## src/rtl/id_ex_stage.sv

```systemverilog
// Decode-to-execute pipeline stage: two-entry (main + skid) buffer with a valid/ready handshake.
// Define ID_EX_WB_REFRESH_EN to refresh held operands from the write-back bus while they wait.
module id_ex_stage #(
  parameter int unsigned CTRL_W = 12
) (
  input  logic              clk,
  input  logic              rst,
  input  logic              in_valid,
  output logic              in_ready,
  input  logic              flush,
  input  logic [31:0]       pc_d,
  input  logic [31:0]       rd1_d,
  input  logic [31:0]       rd2_d,
  input  logic [31:0]       imm_d,
  input  logic [4:0]        rs1_d,
  input  logic [4:0]        rs2_d,
  input  logic [4:0]        rd_d,
  input  logic [CTRL_W-1:0] ctrl_d,
  input  logic              wb_regwrite,
  input  logic [4:0]        wb_rd,
  input  logic [31:0]       wb_data,
  output logic              out_valid,
  input  logic              out_ready,
  output logic [31:0]       pc_e,
  output logic [31:0]       rd1_e,
  output logic [31:0]       rd2_e,
  output logic [31:0]       imm_e,
  output logic [4:0]        rs1_e,
  output logic [4:0]        rs2_e,
  output logic [4:0]        rd_e,
  output logic [CTRL_W-1:0] ctrl_e
);

  localparam int unsigned XLEN  = 32;
  localparam int unsigned REG_W = 5;

  localparam logic [1:0] S_EMPTY = 2'd0;
  localparam logic [1:0] S_ONE   = 2'd1;
  localparam logic [1:0] S_TWO   = 2'd2;

  typedef struct packed {
    logic [XLEN-1:0]   pc;
    logic [XLEN-1:0]   rd1;
    logic [XLEN-1:0]   rd2;
    logic [XLEN-1:0]   imm;
    logic [REG_W-1:0]  rs1;
    logic [REG_W-1:0]  rs2;
    logic [REG_W-1:0]  rd;
    logic [CTRL_W-1:0] ctrl;
  } entry_t;

  logic [1:0] state_q, state_d;
  entry_t     main_q, main_d;
  entry_t     skid_q, skid_d;
  entry_t     in_e;
  logic       in_fire, out_fire;

  // Patch an operand whose source register is being written back this cycle; x0 is never patched.
  function automatic entry_t refresh(input entry_t e, input logic we,
                                     input logic [REG_W-1:0] wrd, input logic [XLEN-1:0] wdata);
    entry_t r;
    r = e;
    if (we && (wrd != '0)) begin
      if (wrd == e.rs1) r.rd1 = wdata;
      if (wrd == e.rs2) r.rd2 = wdata;
    end
    return r;
  endfunction

  assign in_e = '{pc: pc_d, rd1: rd1_d, rd2: rd2_d, imm: imm_d,
                  rs1: rs1_d, rs2: rs2_d, rd: rd_d, ctrl: ctrl_d};

  assign in_ready  = (state_q != S_TWO);
  assign out_valid = (state_q != S_EMPTY);
  assign in_fire   = in_valid && in_ready;
  assign out_fire  = out_valid && out_ready;

  // Held entries after this cycle's write-back; the skid copy is what moves into main.
  entry_t main_ref, skid_ref;
`ifdef ID_EX_WB_REFRESH_EN
  assign main_ref = refresh(main_q, wb_regwrite, wb_rd, wb_data);
  assign skid_ref = refresh(skid_q, wb_regwrite, wb_rd, wb_data);
`else
  logic unused_wb;
  assign unused_wb = ^{wb_regwrite, wb_rd, wb_data};
  assign main_ref  = main_q;
  assign skid_ref  = skid_q;
`endif

  // Next-state and datapath selection
  always_comb begin
    state_d = state_q;
    main_d  = main_q;
    skid_d  = skid_q;
    case (state_q)
      S_EMPTY: begin
        if (in_fire) begin
          main_d  = in_e;
          state_d = S_ONE;
        end
      end
      S_ONE: begin
        main_d = main_ref;
        if (in_fire && out_fire) begin
          main_d = in_e;
        end else if (in_fire) begin
          skid_d  = in_e;
          state_d = S_TWO;
        end else if (out_fire) begin
          state_d = S_EMPTY;
        end
      end
      S_TWO: begin
        main_d = main_ref;
        skid_d = skid_ref;
        if (out_fire) begin
          main_d  = skid_ref;
          state_d = S_ONE;
        end
      end
      default: state_d = S_EMPTY;
    endcase
    if (flush) state_d = S_EMPTY;
  end

  always_ff @(posedge clk or posedge rst) begin
    if (rst) begin
      state_q <= S_EMPTY;
      main_q  <= '0;
      skid_q  <= '0;
    end else begin
      state_q <= state_d;
      main_q  <= main_d;
      skid_q  <= skid_d;
    end
  end

  assign pc_e   = main_q.pc;
  assign rd1_e  = main_q.rd1;
  assign rd2_e  = main_q.rd2;
  assign imm_e  = main_q.imm;
  assign rs1_e  = main_q.rs1;
  assign rs2_e  = main_q.rs2;
  assign rd_e   = main_q.rd;
  assign ctrl_e = main_q.ctrl;

endmodule
```

## config.mk

```make
export PLATFORM = sky130hd
export DESIGN_NAME = id_ex_stage
export DESIGN_NICKNAME = d
export VERILOG_FILES = /design/src/rtl/id_ex_stage.sv
export SDC_FILE = /design/constraint.sdc
export NUM_CORES = 1
export LEC_CHECK = 0
export ABC_AREA = 1
export CORE_MARGIN = 3
export CORE_UTILIZATION = 53
export DETAILED_ROUTE_END_ITERATION = 8
export PLACE_DENSITY = 0.89
export SLEW_MARGIN = 30
export SYNTH_ARGS = -nofsm -noshare
export SYNTH_HDL_FRONTEND = slang
export SYNTH_SLANG_ARGS = --single-unit
```

## constraint.sdc

```tcl
create_clock -name clk -period 21.8 [get_ports clk]
set_input_delay 3.27 -clock clk [delete_from_list [all_inputs] [get_ports clk]]
set_output_delay 3.27 -clock clk [all_outputs]
set_load 0.02 [all_outputs]
```

# Word level (Yosys, flattened, before mapping)
# Index checks and enable logic that the tools add are counted.
# word_totals
reg_bits	312
word_cells	48
output_inout_bits	157
# op_classes
eq_ne	10
bitwise_logic	1
n_reduce_logical	9
mux	11
# ops
operator	count
2-to-1 mux 155 bit	3
case mux 155 bit (3 select lines)	1
2-to-1 mux 2 bit	6
!= test 3 bit (second input constant)	3
!= test 2 bit (second input constant)	4
AND reduction 4 bit	2
case mux 2 bit (3 select lines)	1
!= test 4 bit (second input constant)	1
logical AND 1 bit	3
AND reduction 3 bit	1
nonzero test 3 bit	1
equality test 2 x 1 -> 1 bit (second input constant)	1
equality test 2 bit (second input constant)	1
zero test 2 bit	1
nonzero test 2 bit	1
NOT 1 bit	1

# Longest topological paths before layout
# Gate-level depths: netlist of the first run.
# depth
depth_word	7
ltp_mapped	9

# Worst setup path before layout of the first run
# OpenSTA, ideal clock, no wires.
# synth_timing
path_kind	reg2out
start	reg state_q[0]
end	out in_ready
arrival_time_ps	907
n_path_buf	2
path_stages_with_launch	5
path_slack_ps	17623
path_cell_list	dfrtp_1 -> inv_2 -> nand2_2 -> buf_4 -> buf_2
# synth_between
elab_chain_len	1
# synth_rtl
element	line	text
from (decl)	52	logic [1:0] state_q, state_d;
from (signal assigned)	132	state_q <= state_d;
!= test 2 bit	73	assign in_ready = (state_q != S_TWO);
to (decl)	9	output logic in_ready,
# Every way passes these cells.

# Worst setup path in the final report of the first run
# layout_timing
start	in in_valid
end	reg main_q, in the netlist ctrl_e[10]
# layout_between
elab_chain_len	4
# layout_rtl
element	line	text
from (decl)	8	input logic in_valid,
logical AND 1 bit *	75	assign in_fire = in_valid && in_ready;
logical AND 1 bit	104	if (in_fire && out_fire) begin
!= test 2 bit (no source line)	-	
AND reduction 4 bit (no source line) *	-	
to (signal assigned)	133	main_q <= main_d;
to (decl)	53	entry_t main_q, main_d;
# Every way passes the cells marked *; elsewhere a longest branch is shown, timed or not.
# A chain may end at the register's enable or synchronous reset.

==> flow_metrics.tcl, run 1 <==
set metrics [dict create \
    rsz0062_at_grt "false" \
    die_area_mm2 0.0276 \
    overflow 0 \
    drcViolationCount 0 \
    cts_max_path_buffers 3 \
    dpl_cell_area_mm2 0.0167 \
    io_pins 355 \
    power.internal_mw 1.45 \
    synth_top_area_share_pct 57.4 \
    fin_area_mm2 0.0179 \
    start_kind "primary input" \
    drive_above_1_share_pct 3.61 \
    min_period_over_period_pct 25.3 \
    cts_buffers 34 \
    antenna_found_initial 3 \
    tightest_slew_ns 0.941 \
    yosysMostFrequentCell "nand2_1" \
    vias 11978 \
    htree_levels 2 \
    synth_cell_types 16 \
    postCtsSetupBuffers 0 \
    switching_share_pct 33.5 \
    p_seq_share_pct 42.2 \
    instances_no_fill 2300 \
    relSlewSlack_pct 37.3 \
    cts_tree "done" \
    drt_first_pass_iters 5 \
    async_flop_share_pct 100 \
    finalHoldViolations 0 \
    synth_area_leaders "dfrtp_1 57%, nand2_1 20%, o21ai_0 9.9%" \
    netlist_area_mm2 0.0136 \
    path_class "in -> reg" \
    fin_ws_ns 16.28 \
    drv_slew 0 \
    ys_warn_count 0 \
    fin_util_pct 70.9 \
    post_drt_wl_per_cell_um 15.6 \
    row_count 58 \
    core_area_mm2 0.0252 \
    powerDensity_mw_per_mm2 122 \
    hold_buffers 0 \
    io_buffers 316 \
    die_x_um 166 \
    clkPwrFrac_pct 27.5 \
    clockRootBuffer "clkbuf_16" \
    grt_max_degree 158 \
    critPathMostFrequentCell "nand2_1" \
    critical_path_required_ns 22.23 \
    grt_pass1_wl_um 59300 \
    fin_worst_skew_ns 0.0149 \
    ys_top_cells_by_count "741 x nand2_1, 312 x dfrtp_1, 269 x o21ai_0" \
    routed_via_density 5.21 \
    syn_nets 1882 \
    globalRouteTotalUtil_pct 25.6 \
    totalWireLength_um 36000 \
    die_height_um 166 \
    synth_edf_count 0 \
    pwr-share-comb_pct 30.3 \
    yosysTopAreaCell "dfrtp_1" \
    ant_nets 0 \
    place_congestion 0.807 \
    insertion_delay_ns 0.51 \
    tns_ns 0 \
    cap_viol_max_count 0 \
    end_kind "flop" \
    min_path_type "reg -> reg" \
    ys_ff_latch 312 \
    nNetsFinal 2142 \
    period_needed_ns 5.52 \
    fmax_mhz 181 \
    outcome "complete, no violations" \
    fillers 1822 \
    cts_resized 0 \
    grt_pass1_vias 12055 \
    r2r_setup_slack_ns 18.20 \
    syn_inst 1684 \
    clkTransAtPathRegs_ns 0.06 \
    synthFlopType "dfrtp_1" \
    dp.cells 2238 \
    clock-sinks 312 \
    peakVddDrop_mv 0.0738 \
    drtIter0Drc 1140 \
    worst-path-max-fanout 82 \
    crit_chain "clkdlybuf4s50_1, inv_1, o21ai_1, o21ai_4, inv_4, buf_4, nand2_1, nand2_1" \
    dp.final_hpwl_um 22200 \
    setup_viol 0 \
    area_growth_pct 31.3 \
    cellLeakagePower_nw 9.00 \
    critPathSlowestCell "buf_4" \
    yosysSeqAreaShare_pct 57.4 \
    pre_cts_ws_ns 15.77 \
    critPathMaxStageDelay_ns 0.84 \
    syn_avg_cell_area_um2 8.08 \
    cp.arrival_ns 5.96 \
    start_util_pct 54.0 \
    p_sw_uw 733 \
]
-- path summary, 6_finish.rpt --
check                            from         end  cells past startpoint
max in group asynchronous         rst  skid_q[95]                      3
min reg2reg                  rd2_e[4]    rd2_e[4]                      2
min in group asynchronous         rst   skid_q[7]                      2
min                          rd2_e[4]    rd2_e[4]                      2
max reg2reg                state_q[0]   rd2_e[27]                      9
max                          in_valid  ctrl_e[10]                      8
-- critical path: cells and delay by family --
family | cells | cell delay [ns]
buf+inv | 4 | 2.00
compound gates | 2 | 0.31
simple gates | 2 | 0.30
-- logic make-up after synthesis --
family,count (synthesis),share of synthesized area (%)
and+or+nand+nor,793,22.0
DFF,312,57.4
buffers and inverters,266,9.11
AOI/OAI and AO/OA,313,11.5
-- power by group through the flow --
stage	registers, mW	logic [mW]	clock network [mW]
3_3_place_gp	0.914	0.632	0
2_1_floorplan	1.01	0.276	0
5_1_grt	0.946	0.731	0.637
3_5_place_dp	0.923	0.660	0
6_report	0.922	0.662	0.602
4_1_cts	0.920	0.667	0.610
-- through the flow --
step | hold slack [ns] | total power, mW
5_1_grt | 0.490 | 2.31
3_5_place_dp | 0.464 | 1.58
6_report | 0.476 | 2.19
2_1_floorplan | 0.453 | 1.29
3_3_place_gp | 0.461 | 1.55
4_1_cts | 0.481 | 2.20
-- metal layers --
layer / GRT usage (%) / up-vias / part of all wire [%]
met5: 0 / - / 0
li1: - / 5678 / -
met2: 42.3 / 483 / 48
met3: 5.95 / 107 / 6.9
met1: 32.8 / 5710 / 40
met4: 10.8 / 0 / 4.5
-- cell type report --
type / instances / area [um^2] / area share, %
Antenna cell: 3 / 7.51 / 0.0420
Clock buffer: 45 / 996 / 5.58
Clock inverter: 14 / 180 / 1.01
Inverter: 164 / 636 / 3.56
Multi-Input combinational cell: 1106 / 4570 / 25.6
Sequential cell: 312 / 7810 / 43.7
Tap cell: 330 / 413 / 2.31
Timing Repair Buffer: 326 / 3250 / 18.2
-- flip-flops by register name, summed over array words and instances (netlist names) --
name / flops
ctrl_e: 12
rd1_e: 32
rd_e: 5
imm_e: 32
rd2_e: 32
skid_q: 155
rs1_e: 5
state_q: 2
rs2_e: 5
pc_e: 32
-- placed cells by master, fill, tap and decap left out, types with 6 or more instances in the layout --
cell,synthesis,final
buf_4,13,6
clkbuf_16,0,37
inv_1,161,160
dfrtp_1,312,312
o21ai_0,269,269
a21oi_1,42,42
clkdlybuf4s50_1,0,316
nor2_1,45,45
clkinv_2,0,7
nand2_1,741,741
Note: power is estimated with default switching activity, not from simulation.
==> inputs of run 2 (changes only) <==
- CORE_UTILIZATION: 53 -> 44
- PLACE_DENSITY: 0.89 -> 0.79
- clock period: 21.8 -> 4.9 ns (I/O delays scaled with it)
==> run 2 against run 1 <==
Combinational power rose to 4.4 times the previous value; clock skew rose by 0.0026 ns; sequential share of layout area fell by 0.27 points; count of clock-buffer cells in the layout rose by 3; clock power rose to 4.4 times the previous value; power rose to 4.4 times the previous value; first-iteration DRC count fell by 23%; worst hold slack got worse by 0.00084 ns; largest power group unchanged.
==> flow_metrics.tcl, run 2 (synthesis gave the netlist of run 1 again) <==
set metrics [dict create \
    start_util_pct 45.3 \
    critPathMaxStageDelay_ns 0.73 \
    globalRouteTotalUtil_pct 21.2 \
    critical_path_required_ns 4.16 \
    cts_resized 0 \
    clock-sinks 312 \
    totalWireLength_um 35400 \
    relSlewSlack_pct 41.6 \
    start_kind "flop" \
    final_cell_mix "741 x nand2_1, 316 x clkdlybuf4s50_1, 312 x dfrtp_1, 269 x o21ai_0, 160 x inv_1" \
    setup_viol 0 \
    cp_top_family "buffers and inverters" \
    finalHoldViolations 0 \
    routed_via_density 4.95 \
    timing.critical_path.buf_inv 3 \
    drt_first_pass_iters 6 \
    layout_commonest_cell "nand2_1" \
    cap_viol_max_count 0 \
    clockRootBuffer "clkbuf_16" \
    path_class "reg -> out" \
    drv_slew 0 \
    row_count 63 \
    powerDensity_mw_per_mm2 536 \
    dp.final_hpwl_um 22400 \
    fin_area_mm2 0.0180 \
    tightest_slew_ns 0.875 \
    peakVddDrop_mv 0.257 \
    grt_max_degree 171 \
    area_growth_pct 32.1 \
    crit_chain "inv_2, nand2_2, buf_4, clkdlybuf4s50_1" \
    cts_tree "done" \
    grt_pass1_vias 11547 \
    cellLeakagePower_nw 9.02 \
    overflow 0 \
    fin_worst_skew_ns 0.0175 \
    worst-path-max-fanout 72 \
    cts_max_path_buffers 3 \
    core_area_mm2 0.0300 \
    vias 11703 \
    die_height_um 182 \
    drive_above_1_share_pct 3.80 \
    pre_cts_ws_ns 1.76 \
    rsz0062_at_grt "false" \
    min_path_type "reg -> reg" \
    die_x_um 182 \
    postCtsSetupBuffers 0 \
    io_pins 355 \
    die_area_mm2 0.0331 \
    drcViolationCount 0 \
    clkTransAtPathRegs_ns 0.07 \
    cp.arrival_ns 2.76 \
    cts_buffers 35 \
    top_register "skid_q" \
    post_drt_wl_per_cell_um 15.0 \
    critPathSlowestCell "clkdlybuf4s50_1" \
    nNetsFinal 2146 \
    io_buffers 316 \
    grt_pass1_wl_um 58400 \
    largest_reg_flops 155 \
    place_congestion 0.779 \
    antenna_found_initial 2 \
    drtIter0Drc 876 \
    hold_buffers 0 \
    fmax_mhz 286 \
    end_kind "primary output" \
    htree_levels 2 \
    dpl_cell_area_mm2 0.0168 \
    fin_ws_ns 1.40 \
    period_needed_ns 3.50 \
    ant_nets 0 \
    tns_ns 0 \
    insertion_delay_ns 0.50 \
    outcome "complete, no violations" \
    min_period_over_period_pct 71.4 \
]
[run 2: cell count changes in the layout (fill, tap and decap cells not counted)]
cell        previous run  this run
buf_12                 0         3
buf_16                 0         1
buf_4                  6         8
diode_2                3         2
clkbuf_8               4         8
inv_8                  0         1
clkbuf_16             37        35
clkinv_4               2         0
bufinv_16              4         3
inv_12                 1         0
clkbuf_1               4         5
buf_6                  4         1
clkinvlp_4             1         3
[run 2: per-stage QoR]
stage          hold WS [ns]  utilization, %  cells  power (mW)
2_1_floorplan         0.453               -   1684        5.73
5_1_grt               0.491            59.8   2364        10.2
3_5_place_dp          0.464            56.0   2301        7.04
3_3_place_gp          0.460            55.9   2300        6.91
6_report              0.475            59.8   2364        9.63
4_1_cts               0.480            59.8   2362        9.72
[run 2: tightest hold or removal path, delay by kind of cell, from the launching register on]
family / cells / cell delay (ns)
DFF: 1 / 0.34
and+or+nand+nor: 2 / 0.10
[run 2: final cells by class]
cell class,instances,area [um^2]
fill,2529,12100
sequential,312,7810
multi-input combinational,1106,4570
timing repair buffer,329,3320
clock buffer,48,1000
inverter,164,629
tap,390,488
clock inverter,13,149
antenna,2,5.00
[run 2: worst paths after layout]
path | from | end | slack [ns] | depth (start not counted)
setup / recovery | state_q[0] | in_ready | 1.40 | 4
hold / removal | pc_e[31] | pc_e[31] | 0.48 | 2
setup reg to reg | state_q[0] | pc_e[5] | 2.13 | 8
hold reg to reg | pc_e[31] | pc_e[31] | 0.48 | 2
max in group asynchronous | rst | imm_e[21] | 3.19 | 3
min in group asynchronous | rst | skid_q[150] | 0.69 | 2
[run 2: where the power goes]
part	switching, mW	internal, mW
clock network	1.04	1.59
registers	0.517	3.57
logic	1.66	1.26
total	3.21	6.42
[run 2: layer usage]
| layer | global-route usage [%] | up-vias | wire length, um |
|---|---|---|---|
| li1 | - | 5698 | - |
| met1 | 28.3 | 5537 | 14900 |
| met2 | 34.3 | 403 | 16700 |
| met3 | 4.57 | 65 | 2640 |
| met4 | 7.50 | 0 | 1080 |
| met5 | 0 | - | 0 |
==> inputs of run 3 (changes only) <==
- CORE_UTILIZATION: 44 -> 49
- PLACE_DENSITY: 0.79 -> 0.83
- clock period: 4.9 -> 3.4 ns (I/O delays scaled with it)
==> run 3 against run 2 <==
Critical path depth fell by 1; flip-flop and latch count stayed put; setup slack worse by 0.46 ns; largest power group unchanged; largest cell class unchanged; cell area increased by 0.26%; die area is 9.9% lower.
==> flow_metrics.tcl, run 3 (synthesis gave the netlist of run 1 again) <==
set metrics [dict create \
    post_drt_wl_per_cell_um 15.0 \
    drt_first_pass_iters 5 \
    drtIter0Drc 993 \
    final_cell_mix "741 x nand2_1, 316 x clkdlybuf4s50_1, 312 x dfrtp_1, 269 x o21ai_0, 160 x inv_1" \
    drive_above_1_share_pct 4.00 \
    totalWireLength_um 35200 \
    cellLeakagePower_nw 9.05 \
    routed_via_density 5.06 \
    clkTransAtPathRegs_ns 0.06 \
    worst-path-max-fanout 7 \
    min_period_over_period_pct 72.4 \
    nNetsFinal 2150 \
    die_x_um 173 \
    dpl_cell_area_mm2 0.0169 \
    cap_viol_max_count 0 \
    peakVddDrop_mv 0.449 \
    multi_input_area_mm2 0.00457 \
    path_class "reg -> out" \
    largest_reg_flops 155 \
    fin_worst_skew_ns 0.00778 \
    io_buffers 316 \
    globalRouteTotalUtil_pct 23.4 \
    clock-sinks 312 \
    cp.arrival_ns 1.95 \
    die_area_mm2 0.0298 \
    antenna_found_initial 6 \
    period_needed_ns 2.46 \
    drcViolationCount 0 \
    ant_nets 0 \
    overflow 0 \
    fin_ws_ns 0.938 \
    critPathSlowestCell "clkdlybuf4s50_1" \
    hold_buffers 0 \
    grt_max_degree 181 \
    fmax_mhz 406 \
    tightest_slew_ns 0.771 \
    start_kind "flop" \
    critPathMaxStageDelay_ns 0.57 \
    setup_viol 0 \
    vias 11897 \
    start_util_pct 50.2 \
    cts_buffers 31 \
    drv_slew 0 \
    fin_area_mm2 0.0180 \
    grt_pass1_vias 11886 \
    critical_path_required_ns 2.89 \
    cts_tree "done" \
    rsz0062_at_grt "false" \
    postCtsSetupBuffers 0 \
    place_congestion 0.830 \
    finalHoldViolations 0 \
    grt_pass1_wl_um 59000 \
    layout_commonest_cell "nand2_1" \
    io_pins 355 \
    critPathLaunch "state_q[0]" \
    min_path_type "in -> async" \
    cts_resized 0 \
    seq_area_mm2 0.00781 \
    top_register "skid_q" \
    core_area_mm2 0.0271 \
    r2r-start "state_q[0]" \
    fillers 2126 \
    pre_cts_ws_ns 0.927 \
    insertion_delay_ns 0.55 \
    die_height_um 173 \
    end_kind "primary output" \
    outcome "complete, no violations" \
    row_count 60 \
    powerDensity_mw_per_mm2 762 \
    fin_hold_ws_ns 0.390 \
    cts_max_path_buffers 3 \
    htree_levels 1 \
    clockRootBuffer "clkbuf_16" \
    dp.final_hpwl_um 22700 \
    relSlewSlack_pct 48.6 \
    area_growth_pct 32.4 \
    crit_chain "nor2_1, inv_1, clkdlybuf4s50_1" \
]
[run 3: cell types whose count changed in the layout (fill, tap and decap cells not counted), sizes merged]
cell	change
diode	+4
bufinv	+1
clkbuf	-4
buf	+8
clkinvlp	-2
[run 3: final timing paths]
kind / to / slack [ns] / depth (start not counted)
max in group asynchronous: skid_q[83] / 2.10 / 4
min in group clk: rd1_e[12] / 0.48 / 2
hold reg to reg: rd1_e[12] / 0.48 / 2
setup / recovery: out_valid / 0.94 / 3
setup reg to reg: rd2_e[27] / 1.29 / 8
hold / removal: pc_e[25] / 0.39 / 2
[run 3: power breakdown]
part	internal (mW)	switching, mW	total (mW)
combinational	1.84	2.41	4.25
sequential	5.14	0.768	5.91
clock	2.16	1.40	3.56
[run 3: metal layers]
metal	GRT usage [%]	share of wire [%]	up-vias
met5	0	0	-
met4	10.2	4.2	0
met3	3.56	6.6	84
met2	38.8	48	440
met1	31.0	42	5670
li1	-	-	5703
[run 3: critical path, delay by kind of cell, from the launching register on]
kind | cells | cell delay, ns
flops | 1 | 0.46
simple gates | 1 | 0.31
buf+inv | 2 | 0.65
[run 3: cell type report]
class | instances | area share [%]
Clock buffer | 44 | 5.08
Antenna cell | 6 | 0.0833
Multi-Input combinational cell | 1106 | 25.4
Inverter | 164 | 3.48
Sequential cell | 312 | 43.3
Clock inverter | 12 | 0.910
Timing Repair Buffer | 337 | 19.2
Tap cell | 372 | 2.58
[run 3: per-stage QoR]
stage	TNS, ns	total power [mW]	cells	util (%)
finish	0	13.7	2353	66.5
global route	0	14.5	2353	66.5
CTS	0	13.8	2347	66.4
detailed placement	0	10.2	2291	62.5
global placement	0	9.97	2291	62.5
floorplan	-394.65	8.26	1684	-
